--- config.mk ---
export PLATFORM = sky130hd
export DESIGN_NAME = ruleta_spin_ctrl
export DESIGN_NICKNAME = d
export VERILOG_FILES = /design/src/rtl/ruleta_pkg.sv /design/src/rtl/start_sync_edge.sv /design/src/rtl/ruleta_spin_ctrl.sv
export SDC_FILE = /design/constraint.sdc
export NUM_CORES = 1
export LEC_CHECK = 0
export BUFFER_PORTS_ARGS = -buffer_cell sky130_fd_sc_hd__buf_2
export CAP_MARGIN = 25
export CORE_MARGIN = 3
export CORE_UTILIZATION = 25
export CTS_BUF_LIST = sky130_fd_sc_hd__clkbuf_8
export DETAILED_ROUTE_END_ITERATION = 12
export SYNTH_ARGS = -nofsm -noshare
export SYNTH_HDL_FRONTEND = slang
export SYNTH_HIERARCHICAL = 1
export SYNTH_SLANG_ARGS = --single-unit
--- constraint.sdc ---
create_clock -name clk_main -period 6.2 [get_ports clk_main]
set_input_delay 1.24 -clock clk_main [delete_from_list [all_inputs] [get_ports clk_main]]
set_output_delay 1.24 -clock clk_main [all_outputs]
set_load 0.005 [all_outputs]
--- src/rtl/ruleta_pkg.sv ---
// Shared types and constants for the roulette spin controller.
package ruleta_pkg;

  typedef enum logic [1:0] {
    IDLE,
    SPIN,
    DECEL,
    HOLD
  } state_t;

  localparam int NUM_VALUES = 6;

  typedef logic [2:0] value_t;

  // Advance a roulette position by one, wrapping at the last position.
  function automatic value_t next_value(input value_t v, input int num_values);
    return (v == value_t'(num_values - 1)) ? value_t'(0) : value_t'(v + value_t'(1));
  endfunction

endpackage

--- src/rtl/start_sync_edge.sv ---
// Brings the raw push button into the clk_main domain and turns each press
// into a single registered start_rise pulse, three cycles after the press.
module start_sync_edge (
  input  logic clk_main,
  input  logic reset,
  input  logic start,
  output logic start_rise
);

  logic sync_meta;
  logic sync_stable;
  logic sync_prev;

  // Two-flop synchronizer, a delayed copy, and a registered rising-edge detect.
  always_ff @(posedge clk_main or negedge reset) begin
    if (!reset) begin
      sync_meta   <= 1'b0;
      sync_stable <= 1'b0;
      sync_prev   <= 1'b0;
      start_rise  <= 1'b0;
    end else begin
      sync_meta   <= start;
      sync_stable <= sync_meta;
      sync_prev   <= sync_stable;
      start_rise  <= sync_stable & ~sync_prev;
    end
  end

endmodule

--- src/rtl/ruleta_spin_ctrl.sv ---
// One roulette spin per button press: a fast constant-rate spin whose length
// depends on a free-running phase captured at the press, then a deceleration
// with growing step periods, then the result is held until the next press.
module ruleta_spin_ctrl
  import ruleta_pkg::*;
#(
  parameter int FAST_DIV   = 4,
  parameter int SPIN_STEPS = 12,
  parameter int DECEL_INC  = 2,
  parameter int SLOW_DIV   = 16,
  parameter int PHASE_W    = 3
) (
  input  logic   clk_main,
  input  logic   reset,
  input  logic   start,
  output value_t value,
  output logic   spinning,
  output logic   result_valid,
  output logic   step_pulse
);

  localparam int STEPS_W = $clog2(SPIN_STEPS + 2**PHASE_W);
  localparam int CNT_W   = $clog2(SLOW_DIV + 1);

  if ((SLOW_DIV <= FAST_DIV) || (((SLOW_DIV - FAST_DIV) % DECEL_INC) != 0)) begin : g_param_check
    $error("ruleta_spin_ctrl: SLOW_DIV must exceed FAST_DIV by a multiple of DECEL_INC");
  end

  logic               start_rise;
  state_t             state;
  state_t             state_next;
  logic [PHASE_W-1:0] phase;
  logic [STEPS_W-1:0] steps_left;
  logic [STEPS_W-1:0] steps_left_next;
  logic [CNT_W-1:0]   tick;
  logic [CNT_W-1:0]   tick_next;
  logic [CNT_W-1:0]   period;
  logic [CNT_W-1:0]   period_next;
  value_t             value_next;
  logic               step_next;

  start_sync_edge u_start_sync_edge (
    .clk_main   (clk_main),
    .reset      (reset),
    .start      (start),
    .start_rise (start_rise)
  );

  // Free-running phase counter; its value at the press is the only entropy.
  always_ff @(posedge clk_main or negedge reset) begin
    if (!reset) begin
      phase <= '0;
    end else begin
      phase <= phase + PHASE_W'(1);
    end
  end

  // State, counters and registered outputs all update together on the clock edge.
  always_ff @(posedge clk_main or negedge reset) begin
    if (!reset) begin
      state        <= IDLE;
      steps_left   <= '0;
      tick         <= '0;
      period       <= '0;
      value        <= '0;
      step_pulse   <= 1'b0;
      spinning     <= 1'b0;
      result_valid <= 1'b0;
    end else begin
      state        <= state_next;
      steps_left   <= steps_left_next;
      tick         <= tick_next;
      period       <= period_next;
      value        <= value_next;
      step_pulse   <= step_next;
      spinning     <= (state_next == SPIN) || (state_next == DECEL);
      result_valid <= (state_next == HOLD);
    end
  end

  // Next-state and datapath: presses only count when idle or holding a result.
  always_comb begin
    state_next      = state;
    steps_left_next = steps_left;
    tick_next       = tick;
    period_next     = period;
    value_next      = value;
    step_next       = 1'b0;
    case (state)
      IDLE, HOLD: begin
        if (start_rise) begin
          state_next      = SPIN;
          steps_left_next = STEPS_W'(SPIN_STEPS) + STEPS_W'(phase);
          tick_next       = '0;
        end
      end
      SPIN: begin
        if (tick == CNT_W'(FAST_DIV - 1)) begin
          tick_next       = '0;
          value_next      = next_value(value, NUM_VALUES);
          step_next       = 1'b1;
          steps_left_next = steps_left - STEPS_W'(1);
          if (steps_left == STEPS_W'(1)) begin
            state_next  = DECEL;
            period_next = CNT_W'(FAST_DIV + DECEL_INC);
          end
        end else begin
          tick_next = tick + CNT_W'(1);
        end
      end
      DECEL: begin
        if (tick == period - CNT_W'(1)) begin
          tick_next  = '0;
          value_next = next_value(value, NUM_VALUES);
          step_next  = 1'b1;
          if (period == CNT_W'(SLOW_DIV)) begin
            state_next = HOLD;
          end else begin
            period_next = period + CNT_W'(DECEL_INC);
          end
        end else begin
          tick_next = tick + CNT_W'(1);
        end
      end
      default: begin
        state_next = IDLE;
      end
    endcase
  end

endmodule

==> impl_metrics.toml <==
[sta]
fin_hold_ws_ps = 350
max_freq_mhz = 422
setup_viol = 0
rsz0062_at_grt = "no"
fin_skew_ps = 6.76
slew_viol_final = 0
setup_tns_ps = 0
final.period_utilization_pct = 38.2
finalHoldViolations = 0
tightest_slew_ps = 684
max-slew-margin-rel_pct = 54.4
fin_crit_ps = 2370

[power_and_ir_drop]
p_total_w = 0.000756
p_per_area_mw_per_mm2 = 424
ir_drop_mv = 0.191
power_leakage_nw = 0.820

[setup_path]
cp-start-kind = "flop"
cp_max_fo = 4
crit_slowest_cell = "or4b_4"
regToRegSetupSlack_ps = 3830
worstSetupPathType = "flop to flop"
slowest_delay_ps = 520
crit_family = "compound AO/OA/AOI/OAI gates"
cpMostUsedCell = "a21oi_1"
critPathArrivalTime_ps = 2530
cp_cell_sequence = "ha_1 > or4b_4 > a21oi_1 > a21oi_1 > a211oi_1 > a21oi_1 > ha_1"
required_ps = 6360
crit_path_end_kind = "flop"
critical_path_buf_inv_count = 0

[finish]
fin_nets = 172
multi_input_area_sq_um = 767
fillers = 622
antenna_cells = 0
final_common_cell = "dfrtp_1"
area_growth_pct = 14.7
seq_area_sq_um = 726
layout_common_cells = "dfrtp_1 (29), nand2_1 (12), ha_1 (10)"
drive_gt1_share_pct = 17.5

[clocking]
hold_buffers = 0
cts_max_level = 2
cts.root.buffer_cell = "clkbuf_8"
cts_tree = "yes"
post_cts_resized = 0
cts_buffers = 5
clock_sinks = 29
cts_buffer_depth = 2
postCtsSetupBuffers = 0
clkLatencyLatePin_ps = 280
clk_pin_slew_ps = 70

[synth]
synthDominantCellAreaShare_pct = 46.7
syn_avg_cell_area_sq_um = 10.5
yosys.area.top_type = "dfrtp_1"
synth-seq-cells = 29
synth_ff_type = "dfrtp_1"
syn-cell-area_sq_mm = 0.00155
synth_cell_type_count = 43
synthArstFlopShare_pct = 100
synth_edf_count = 0
synth-warning-count = 6
syn_inst = 148
synth_area_leaders = "dfrtp_1 (47%), ha_1 (8.1%), a21oi_1 (2.9%)"
yosysSeqAreaShare_pct = 46.7
synthesis.nets = 161

[route]
wl_per_cell_um = 12.6
dr_total_vias = 1109
routed_via_density = 4.72
routed_wl_mm = 2.96
drt_first_pass_iters = 4
drc = 0
initialDrtViolationCount = 118
ant_nets = 0

[outcome]
status = "completed"

[die]
core_area_sq_mm = 0.00596
start_util_pct = 26.1
io-pin-count = 9
die_area_sq_mm = 0.00719
fp.dieW_um = 84.8
die_h_um = 84.8
rows = 28

[global_route]
grt_pass1_wl_mm = 5.27
grt_max_degree = 30
antenna_found_initial = 0
grt_pass1_vias = 1083
grt_use_total_pct = 9.03
grt_overflow = 0

[placement]
port_buffers = 8
finalWeightedCongestion = 0.754
dp_hpwl_mm = 2.14

[job]
maxCapViolations = 0

[hold_path]
hold_class = "flop to flop"
## layer usage
| layer | global-route usage [%] | share of wire (%) |
|---|---|---|
| met1 | 11.9 | 45 |
| met2 | 14.4 | 51 |
| met3 | 2.62 | 3.2 |
| met4 | 2.73 | 0.74 |
| met5 | 0 | 0 |
## cell type report
type / count / area share (%)
multi-input combinational: 106 / 43.1
sequential: 29 / 40.8
tap: 75 / 5.27
clock buffer: 6 / 4.64
timing repair buffer: 8 / 2.25
clock inverter: 2 / 2.11
inverter: 9 / 1.90
## through the flow
stage | area [sq um] | worst slack, ps | utilization [%] | cells
floorplan | 1550 | 4140 | - | 148
global placement | 1660 | 3910 | 27.9 | 227
detailed placement | 1660 | 3860 | 27.9 | 227
CTS | 1780 | 3830 | 29.9 | 235
global route | 1780 | 3630 | 29.9 | 235
finish | 1780 | 3830 | 29.9 | 235
## final timing paths
kind	depth (start not counted)	startpoint	endpoint
hold reg to reg	0	u_start_sync_edge/sync_meta$_DFF_PN0_	u_start_sync_edge/sync_stable$_DFF_PN0_
hold / removal	0	u_start_sync_edge/sync_meta$_DFF_PN0_	u_start_sync_edge/sync_stable$_DFF_PN0_
setup reg to reg	7	tick[1]$_DFFE_PN0P_	spinning$_DFF_PN0_
setup / recovery	7	tick[1]$_DFFE_PN0P_	spinning$_DFF_PN0_
min in group asynchronous	1	reset	steps_left[0]$_DFFE_PN0P_
max in group asynchronous	1	reset	period[3]$_DFFE_PN0P_
## report_power, final
part           total (W)  switching, W  internal, W
clock           0.000206     0.0000751     0.000131
sequential      0.000277     0.0000437     0.000234
combinational   0.000273      0.000158     0.000115
## flip-flops by register name (all words and copies together), names as in the netlist
signal / flops
u_start_sync_edge/sync_prev: 1
u_start_sync_edge/start_rise: 1
steps_left: 5
phase: 3
u_start_sync_edge/sync_meta: 1
value: 3
u_start_sync_edge/sync_stable: 1
spinning: 1
period: 4
step_pulse: 1
state: 2
result_valid: 1
tick: 5
## cell families after synthesis
logic type	Yosys count	share of synthesized area, %
buffers and inverters	13	3.87
DFF	29	46.7
and+or+nand+nor	49	17.5
muxes	5	3.38
AOI/OAI and AO/OA	35	15.6
xor gates and xnor gates	7	4.84
adders and majority gates	10	8.06
## cells in the mapped netlist, types with 4 or more instances
cell and number:
ha_1 10, inv_1 9, o21ai_0 6, nor2_1 6, nand2_1 12, nand2b_1 4
nand3_1 9, nor3_1 4, a21oi_1 9, dfrtp_1 29
(Power assumes the default switching activity.)
